--- config.mk ---
export PLATFORM = sky130hd
export DESIGN_NAME = noc_traffic_pe
export DESIGN_NICKNAME = d
export VERILOG_FILES = /design/src/rtl/noc_traffic_pe.sv
export SDC_FILE = /design/constraint.sdc
export NUM_CORES = 1
export LEC_CHECK = 0
export CAP_MARGIN = 20
export CORE_AREA = 4 4 102 177
export CTS_CLUSTER_DIAMETER = 120
export DETAILED_ROUTE_END_ITERATION = 7
export DIE_AREA = 0 0 106 181
export PLACE_DENSITY = 0.75
export SLEW_MARGIN = 40
export SYNTH_ARGS = -nofsm -noshare
export SYNTH_HDL_FRONTEND = slang
export SYNTH_SLANG_ARGS = --single-unit
--- constraint.sdc ---
create_clock -name clk -period 4.2 [get_ports clk]
set_clock_uncertainty 0.1 [all_clocks]
set_input_delay 0.63 -clock clk [delete_from_list [all_inputs] [get_ports clk]]
set_output_delay 0.63 -clock clk [all_outputs]
set_load 0.01 [all_outputs]
--- src/rtl/noc_traffic_pe.sv ---
// noc_traffic_pe: traffic generator plus sink for one router local port.
// Latency statistics are built only with NOC_PE_LATENCY_STATS_EN defined.
module noc_traffic_pe #(
    parameter int ADDRESS    = 0,
    parameter int ADDR_WIDTH = 4,
    parameter int TS_WIDTH   = 32,
    parameter int PKT_LIMIT  = 20,
    parameter int FLIT_WIDTH = 3 + 2*ADDR_WIDTH + TS_WIDTH
) (
    input  logic                  clk,
    input  logic                  rst,
    input  logic                  i_start,
    input  logic [2:0]            i_mode,
    input  logic [7:0]            i_gap,
    input  logic                  i_clr_stats,
    output logic [FLIT_WIDTH-1:0] o_data,
    output logic                  o_data_valid,
    input  logic                  i_data_ready,
    input  logic [FLIT_WIDTH-1:0] i_data,
    input  logic                  i_data_valid,
    output logic                  o_data_ready,
    output logic                  o_busy,
    output logic                  o_done,
    output logic [15:0]           o_tx_count,
    output logic [15:0]           o_rx_count,
    output logic [31:0]           o_lat_sum,
    output logic [TS_WIDTH-1:0]   o_lat_max
);

    localparam int NUM_PE = 2**ADDR_WIDTH;
    localparam logic [ADDR_WIDTH-1:0] SRC = ADDR_WIDTH'(ADDRESS);
    localparam logic [15:0] SEED  = 16'(ADDRESS + 1);
    localparam logic [15:0] LIMIT = 16'(PKT_LIMIT);
    localparam logic [ADDR_WIDTH-1:0] TORN =
        ADDR_WIDTH'((ADDRESS + (NUM_PE + 1) / 2) % NUM_PE);
    localparam logic [ADDR_WIDTH-1:0] NEIGH =
        ADDR_WIDTH'((ADDRESS + 1) % NUM_PE);

    typedef enum logic [1:0] {
        S_IDLE,
        S_SEND,
        S_GAP,
        S_DONE
    } state_t;

    state_t                state_q, state_d;
    logic [TS_WIDTH-1:0]   ts_q, ts_d;
    logic [15:0]           lfsr_q, lfsr_d;
    logic [2:0]            mode_q, mode_d;
    logic [7:0]            gap_q, gap_d;
    logic [7:0]            gcnt_q, gcnt_d;
    logic [15:0]           tx_q, tx_d;
    logic [FLIT_WIDTH-1:0] data_q, data_d;
    logic [15:0]           lfsr_adv;
    logic [2:0]            mode_sel;
    logic [ADDR_WIDTH-1:0] dest;
    logic                  hs;
    logic                  load;

    // Fixed bit-permutation destinations depend only on ADDRESS.
    logic [ADDR_WIDTH-1:0] d_comp, d_rev, d_rot, d_trn;
    for (genvar j = 0; j < ADDR_WIDTH; j++) begin : g_perm
        assign d_comp[j] = ~SRC[j];
        assign d_rev[j]  = SRC[ADDR_WIDTH-1-j];
        assign d_rot[j]  = SRC[(j+1)%ADDR_WIDTH];
        assign d_trn[j]  = SRC[(j+ADDR_WIDTH/2)%ADDR_WIDTH];
    end

    assign hs       = (state_q == S_SEND) & i_data_ready;
    assign ts_d     = ts_q + 1'b1;
    assign lfsr_adv = {lfsr_q[14:0],
                       lfsr_q[15] ^ lfsr_q[13] ^ lfsr_q[12] ^ lfsr_q[10]};
    assign lfsr_d   = hs ? lfsr_adv : lfsr_q;

    // Generator next state, counters and flit load request.
    always_comb begin
        state_d  = state_q;
        tx_d     = tx_q;
        gcnt_d   = gcnt_q;
        mode_d   = mode_q;
        gap_d    = gap_q;
        mode_sel = mode_q;
        load     = 1'b0;
        case (state_q)
            S_IDLE, S_DONE: begin
                if (i_start) begin
                    state_d  = S_SEND;
                    tx_d     = '0;
                    mode_d   = i_mode;
                    gap_d    = i_gap;
                    mode_sel = i_mode;
                    load     = 1'b1;
                end
            end
            S_SEND: begin
                if (hs) begin
                    tx_d = tx_q + 1'b1;
                    if (tx_d == LIMIT) begin
                        state_d = S_DONE;
                    end else if (gap_q == 8'd0) begin
                        load = 1'b1;
                    end else begin
                        state_d = S_GAP;
                        gcnt_d  = gap_q;
                    end
                end
            end
            S_GAP: begin
                if (gcnt_q == 8'd1) begin
                    state_d = S_SEND;
                    load    = 1'b1;
                end else begin
                    gcnt_d = gcnt_q - 1'b1;
                end
            end
            default: state_d = S_IDLE;
        endcase
    end

    // Destination of the flit being loaded, using the post-handshake LFSR.
    always_comb begin
        dest = lfsr_d[ADDR_WIDTH-1:0];
        case (mode_sel)
            3'd0:    dest = lfsr_d[ADDR_WIDTH-1:0];
            3'd1:    dest = d_comp;
            3'd2:    dest = d_rev;
            3'd3:    dest = d_rot;
            3'd4:    dest = d_trn;
            3'd5:    dest = TORN;
            default: dest = NEIGH;
        endcase
    end

    // Timestamp is the counter value in the flit's first valid cycle.
    assign data_d = load ? {1'b1, 1'b1, dest, 1'b0, SRC, ts_d} : data_q;

    // Generator state registers.
    always_ff @(posedge clk or posedge rst) begin
        if (rst) begin
            state_q <= S_IDLE;
            ts_q    <= '0;
            lfsr_q  <= SEED;
            mode_q  <= '0;
            gap_q   <= '0;
            gcnt_q  <= '0;
            tx_q    <= '0;
            data_q  <= '0;
        end else begin
            state_q <= state_d;
            ts_q    <= ts_d;
            lfsr_q  <= lfsr_d;
            mode_q  <= mode_d;
            gap_q   <= gap_d;
            gcnt_q  <= gcnt_d;
            tx_q    <= tx_d;
            data_q  <= data_d;
        end
    end

    assign o_data       = data_q;
    assign o_data_valid = (state_q == S_SEND);
    assign o_busy       = (state_q == S_SEND) | (state_q == S_GAP);
    assign o_done       = (state_q == S_DONE);
    assign o_tx_count   = tx_q;
    assign o_data_ready = 1'b1;

    logic [15:0] rx_q;

    // Received flit counter; a clear beats a coincident flit.
    always_ff @(posedge clk or posedge rst) begin
        if (rst) begin
            rx_q <= '0;
        end else if (i_clr_stats) begin
            rx_q <= '0;
        end else if (i_data_valid) begin
            rx_q <= rx_q + 1'b1;
        end
    end

    assign o_rx_count = rx_q;

`ifdef NOC_PE_LATENCY_STATS_EN
    logic [TS_WIDTH-1:0] lat;
    logic [31:0]         lat_sum_q;
    logic [TS_WIDTH-1:0] lat_max_q;

    assign lat = ts_q - i_data[TS_WIDTH-1:0];

    // Latency accumulation and running maximum.
    always_ff @(posedge clk or posedge rst) begin
        if (rst) begin
            lat_sum_q <= '0;
            lat_max_q <= '0;
        end else if (i_clr_stats) begin
            lat_sum_q <= '0;
            lat_max_q <= '0;
        end else if (i_data_valid) begin
            lat_sum_q <= lat_sum_q + 32'(lat);
            if (lat > lat_max_q) lat_max_q <= lat;
        end
    end

    assign o_lat_sum = lat_sum_q;
    assign o_lat_max = lat_max_q;
`else
    assign o_lat_sum = '0;
    assign o_lat_max = '0;
`endif

    logic unused_data;
    assign unused_data = ^i_data;

endmodule

==> summary.md, run 1 <==
| Metric | Value |
|---|---|
| Final worst-path setup slack | `0.8337 ns` |
| Mapped Avg Cell Area | `10.99 sq um` |
| Crit-path max FO | `37` |
| Critical path capture point | `o_data[3]` |
| Share of the synthesized area in the top cell type | `0.4880` |
| Fillcell total | `1483` |
| Worst min-delay path category | `reg -> reg` |
| CP Data Required Time | `4.39 ns` |
| YS warnings | `0` |
| RR Endpoint | `o_data[3]` |
| Ys async rst share | `1.000` |
| Crit. End Element | `flop` |
| Wirelength per Cell | `14.39 microns` |
| Top cells by area, synth | `dfrtp_1, buf_4, mux2_4` |
| Via Count | `4732` |
| Die X | `106 microns` |
| Worst-path clk slew | `0.07 ns` |
| Clock Path Buffers | `2` |
| Die height | `181 microns` |
| Core area | `0.01671 sq mm` |
| TritonCTS clock tree | `built` |
| Kind of critical path | `reg -> reg` |
| Cts-stage hold buffer count | `0` |
| Util after Layout | `0.5078` |
| Row cnt | `63` |
| FF-to-FF Start | `o_tx_count[0]` |
| Hold slack final | `0.3845 ns` |
| Max-Cap Viols | `0` |
| RSZ-0062 raised after global routing | `no` |
| Fmax | `297.1 MHz` |
| Outcome | `completed` |
| Clock Latency Late Sink | `0.40 ns` |
| Post-route DRC | `0` |
| Met3 usage | `0.03325` |
| Max-slew violation count | `0` |
| Routed Antenna Nets | `0` |
| CP Data Arrival Time | `3.56 ns` |
| Die area | `0.01919 sq mm` |
| H-tree depth | `4` |
| Area of the multi-input gates | `0.003136 sq mm` |
| Port Buffers | `89` |
| Synth unique cells | `58` |
| Ys flop type | `dfrtp_1` |
| Least-Margin Pin Slew | `0.6606 ns` |
| Hold Crit Start | `ts_q[31]` |
| Register area | `0.003455 sq mm` |
| 1st-iter DRT viols | `162` |
| First-pass GRT wire length | `23120 microns` |
| RePlAce Congestion | `0.8396` |
| Inst Count DP | `937` |
| Dpl hpwl | `9987 microns` |
| Peak supply drop | `445.5 uV` |
| Reg2reg setup slack | `0.83 ns` |
| Antenna violations before repair | `0` |
| DR vias/cell | `4.883` |
| Post-synth EDFFs | `0` |
| Share of layout cells above drive strength 1 | `0.1590` |
| Clock root buffer | `clkbuf_16` |
| Grt met1 use | `0.1684` |
| Via count of the first global-routing pass | `4678` |
| Standby leakage power | `3.826 nW` |
| # clock sinks | `138` |
| Drt total wl | `13950 microns` |
| Synthesized instance count | `639` |
| Initial cell density of the core | `0.4204` |
| Pwr Density | `521.7 mW/mm^2` |
| CTS resizes | `0` |
| Minimum clock period | `3.366 ns` |
| Fin. Hold Viols | `0` |
| GR Util All Layers | `0.1470` |
| FF+latch count, synth | `138` |
| Worst setup SP type | `flop` |
| Cts bufs inserted | `17` |
| Met2 Track Usage GR | `0.2679` |
| Diode count | `0` |
| Fin cells | `969` |
| Worst setup path startpoint | `o_tx_count[0]` |
| Io pins | `203` |
| Slew headroom | `0.5596` |
| Largest net degree at the start of global routing | `56` |
| Reg2Reg Depth | `8` |
| Nets | `798` |
| Post-Place Setup Slack | `0.8442 ns` |
| P&R area growth vs syn | `20.78%` |
| DR pass1 iterations | `4` |
| Synth area leader | `dfrtp_1` |
| Final Cycle Share | `0.8015` |
| Mapped cell area | `0.007025 sq mm` |
| Postcts setup bufs | `0` |
| Gr busiest metal | `met2` |
| Gr ovfl total | `0` |
| Final setup violation count | `0` |
| Setup TNS | `0 ns` |
| Sequential share of the synthesized area | `0.4917` |
[synth_stat cells, drive strengths merged (11+ instances only)]
cell type and n:
nor2 48, mux2 61, o21ai 29, xor2 17, xnor2 33, buf 81, inv 15, nand2 46
nand3 28, nand4 16, dfrtp 137, clkbuf 13, a21oi 11
[per-stage QoR]
step | instance area, sq um | total power, mW
5_1_grt | 8486 | 4.676
2_1_floorplan | 7284 | 2.712
4_1_cts | 8481 | 4.483
3_3_place_gp | 7871 | 2.965
6_report | 8486 | 4.427
3_5_place_dp | 7905 | 3.007
[where the power goes]
group,switching (mW),internal [mW]
sequential,0.148,1.49
clock,0.608,0.848
combinational,0.706,0.631
total,1.46,2.97
[cell type report]
type,count,share of cell area
Inverter,15,0.007078
Timing Repair Buffer,97,0.1150
Clock inverter,13,0.01563
Sequential cell,138,0.4071
Tap cell,227,0.03347
Multi-Input combinational cell,460,0.3695
Clock buffer,19,0.05220
[layout by cell type, fill, tap and decap left out, types with 3 or more instances in the layout]
cell / count
nand2_1: 46
mux2_4: 29
a31oi_1: 5
nor3b_1: 3
nand3_1: 26
clkinvlp_4: 5
clkdlybuf4s50_1: 89
nor4_1: 5
o21ai_0: 28
clkbuf_16: 17
a21oi_1: 11
a22oi_1: 3
nor3_1: 10
o31ai_1: 6
and2_1: 4
and3_1: 10
inv_6: 6
nor2_1: 47
mux2i_1: 6
xor2_1: 17
buf_4: 6
inv_1: 14
dfrtp_1: 137
a2bb2oi_1: 7
nand4_1: 14
or2_2: 3
xnor2_1: 33
conb_1: 70
ha_1: 9
mux2_2: 32
[state kept, by name, indices dropped and copies added (netlist names)]
name	count
o_data	37
ts_q	32
lfsr_q	16
o_rx_count	16
o_tx_count	16
gap_q	8
gcnt_q	8
mode_q	3
state_q	2
[metal layers]
metal	vias to the layer above	wire length, microns
met2	137	7463
met1	2334	5582
met5	-	0
met3	11	747
li1	2250	-
met4	0	154
[cells by family (layout without fill, tap and decap cells)]
family                     after synthesis  count (layout)  synth area share
muxes                                   67              67            0.1218
other                                    2              70          0.001069
DFF                                    138             138            0.4917
AOI/OAI and AO/OA                       77              77           0.07213
adders and majority gates                9               9           0.01603
xor gates and xnor gates                50              50           0.06233
buffers and inverters                  109             144            0.1012
and+or+nand+nor                        187             187            0.1338
[critical path, cell delays in order, from the launching register on]
cell	delay [ns]
dfrtp_1	0.56
ha_1	0.33
nand3_2	0.18
nor2_4	0.23
mux2i_1	0.20
a21oi_1	0.12
or4_4	0.58
a41o_4	0.51
mux2_4	0.39
[how the worst min path moves through the flow]
stage | slack (ns) | end | cells after the start
3_5_place_dp | 0.37 | ts_q[31] | 1
6_report | 0.38 | ts_q[31] | 1
5_1_grt | 0.42 | ts_q[14] | 1
3_3_place_gp | 0.36 | ts_q[31] | 1
2_1_floorplan | 0.34 | ts_q[31] | 1
4_1_cts | 0.38 | ts_q[31] | 1
Note: power is estimated with default switching activity, not from simulation.
==> inputs of run 2 (changes only) <==
--- a/config.mk
+++ b/config.mk
@@ -6,11 +6,11 @@
 export NUM_CORES = 1
 export LEC_CHECK = 0
 export CAP_MARGIN = 20
-export CORE_AREA = 4 4 102 177
+export CORE_AREA = 4 4 97 168
 export CTS_CLUSTER_DIAMETER = 120
 export DETAILED_ROUTE_END_ITERATION = 7
-export DIE_AREA = 0 0 106 181
-export PLACE_DENSITY = 0.75
+export DIE_AREA = 0 0 101 172
+export PLACE_DENSITY = 0.79
 export SLEW_MARGIN = 40
 export SYNTH_ARGS = -nofsm -noshare
 export SYNTH_HDL_FRONTEND = slang
==> constraint.sdc (replaced) <==
create_clock -name clk -period 3.15 [get_ports clk]
set_clock_uncertainty 0.1 [all_clocks]
set_input_delay 0.4725 -clock clk [delete_from_list [all_inputs] [get_ports clk]]
set_output_delay 0.4725 -clock clk [all_outputs]
set_load 0.01 [all_outputs]
==> run 2 against run 1 <==
Compared with the run above: sequential share of layout area fell by 0.88 points; die area fell by 9.5%; critical path depth did not move; sequential cell count did not move; critical endpoint is now o_data[5]; critical path type unchanged; via count rose by 1.7%; highest routed layer unchanged.
==> summary.md, run 2 (synthesized netlist as in run 1, its figures left out) <==
| Metric | Value |
|---|---|
| Drt total wl | `14360 microns` |
| Fillcell total | `1221` |
| Io pins | `203` |
| Reg2reg setup slack | `0.12 ns` |
| Cts bufs inserted | `17` |
| Core area | `0.01484 sq mm` |
| Fin. Hold Viols | `0` |
| Fin cells | `949` |
| Wirelength per Cell | `15.13 microns` |
| RePlAce Congestion | `0.8214` |
| Worst-path clk slew | `0.06 ns` |
| Area post-placement | `0.008065 sq mm` |
| CP Data Arrival Time | `3.21 ns` |
| Outcome | `completed` |
| Via count of the first global-routing pass | `5010` |
| Most common cell after layout, fill and taps aside | `dfrtp_1` |
| Clock Path Buffers | `2` |
| Critical-path cell list | `nand4_2 > nor4_1 > mux2i_1 > nand3_1 > or4_4 > a41o_2 > buf_12 > mux2_4` |
| Gr ovfl total | `0` |
| Die height | `172 microns` |
| Final setup violation count | `0` |
| Crit. End Element | `flop` |
| Worst setup SP type | `flop` |
| Antenna violations before repair | `0` |
| Die area | `0.01737 sq mm` |
| Port Buffers | `89` |
| P&R area growth vs syn | `23.51%` |
| Worst min-delay path category | `reg -> reg` |
| Hold slack final | `0.3919 ns` |
| Clock root buffer | `clkbuf_16` |
| Slew headroom | `0.5517` |
| Initial cell density of the core | `0.4735` |
| Kind of critical path | `reg -> reg` |
| RR Endpoint | `o_data[5]` |
| Util after Layout | `0.5848` |
| H-tree depth | `4` |
| Post-route DRC | `0` |
| Diode count | `0` |
| 1st-iter DRT viols | `123` |
| Reg2Reg Depth | `8` |
| Finished Cell Area | `0.008677 sq mm` |
| Minimum clock period | `3.027 ns` |
| Die X | `101 microns` |
| RSZ-0062 raised after global routing | `no` |
| Least-Margin Pin Slew | `0.6711 ns` |
| Largest net degree at the start of global routing | `43` |
| Worst path max stage delay | `0.53 ns` |
| Dpl hpwl | `10300 microns` |
| GR Util All Layers | `0.1691` |
| Hold Path Depth | `1` |
| Nets | `823` |
| Peak supply drop | `466.3 uV` |
| Final worst-path setup slack | `0.1228 ns` |
| Max FFs per register | `37` |
| Slowest stage cell, crit path | `or4_4` |
| Via Count | `4812` |
| Hold Crit Start | `o_data[41]` |
| TritonCTS clock tree | `built` |
| First-pass GRT wire length | `23650 microns` |
| Inst Count DP | `918` |
| Setup TNS | `0 ns` |
| Max-slew violation count | `0` |
| Pwr Density | `711.7 mW/mm^2` |
| DR pass1 iterations | `4` |
| Row cnt | `59` |
| Final Cycle Share | `0.9610` |
| Share of layout cells above drive strength 1 | `0.1880` |
| Fmax | `330.3 MHz` |
| Most frequent cells in the layout | `dfrtp_1, clkdlybuf4s50_1, conb_1, nor2_1, nand2_1` |
| Clock Latency Late Sink | `0.41 ns` |
| Cts-stage hold buffer count | `0` |
| CP Data Required Time | `3.33 ns` |
| DR vias/cell | `5.071` |
| Standby leakage power | `3.987 nW` |
| Post-Place Setup Slack | `0.1363 ns` |
| Total power | `6.176 mW` |
| # clock sinks | `138` |
| Routed Antenna Nets | `0` |
| FF-to-FF Start | `o_tx_count[2]` |
| Hold-critical path endpoint | `o_data[41]` |
| Crit-path max FO | `17` |
| Max-Cap Viols | `0` |
-- run 2: cell count changes in the layout (fill, tap and decap cells not counted), sizes merged --
cell | previous run | this run
buf | 8 | 33
clkinv | 1 | 6
inv | 21 | 17
clkinvlp | 5 | 2
bufinv | 1 | 3
clkbuf | 19 | 18
-- run 2: worst max path at each step --
stage                     cells after the start          to          start  slack, ns
after detailed placement                     10   o_data[7]  o_tx_count[0]       0.14
final                                         8   o_data[5]  o_tx_count[2]       0.12
after CTS                                    10   o_data[5]  o_tx_count[0]       0.11
after global routing                         10   o_data[9]  o_tx_count[0]       0.03
after global placement                        8  o_data[12]  o_tx_count[0]       0.17
after floorplan                               9  o_data[10]  o_tx_count[0]       0.11
-- run 2: final cells by class --
type                       count  area, sq um  share of cell area
clock buffer                  18        439.2             0.05061
clock inverter                13        168.9             0.01947
inverter                      15        60.06            0.006921
multi-input combinational    460         3123              0.3599
sequential                   138         3456              0.3983
tap                          183        229.0             0.02639
timing repair buffer         122         1201              0.1384
-- run 2: per-layer routing --
metal,GRT usage,share of wire
met3,0.04158,0.056
met2,0.3076,0.53
met4,0.05845,0.015
met5,0,0
met1,0.1904,0.39
-- run 2: critical path: cells and delay by family (launching register included) --
family | cells | cell delay, ns
simple gates | 4 | 1.28
buf+inv | 1 | 0.19
mux | 2 | 0.53
flops | 1 | 0.44
compound gates | 1 | 0.36
-- run 2: what timing repair did --
item | 4_1_cts | 5_1_grt
setup endpoints to repair | 0 | 37
resized for setup | 0 | 2
setup buffers | 0 | 0
-- run 2: where the power goes --
part / switching, mW / internal, mW / total, mW
Sequential: 0.171 / 1.98 / 2.16
Combinational: 1.00 / 0.964 / 1.97
Clock: 0.782 / 1.27 / 2.06
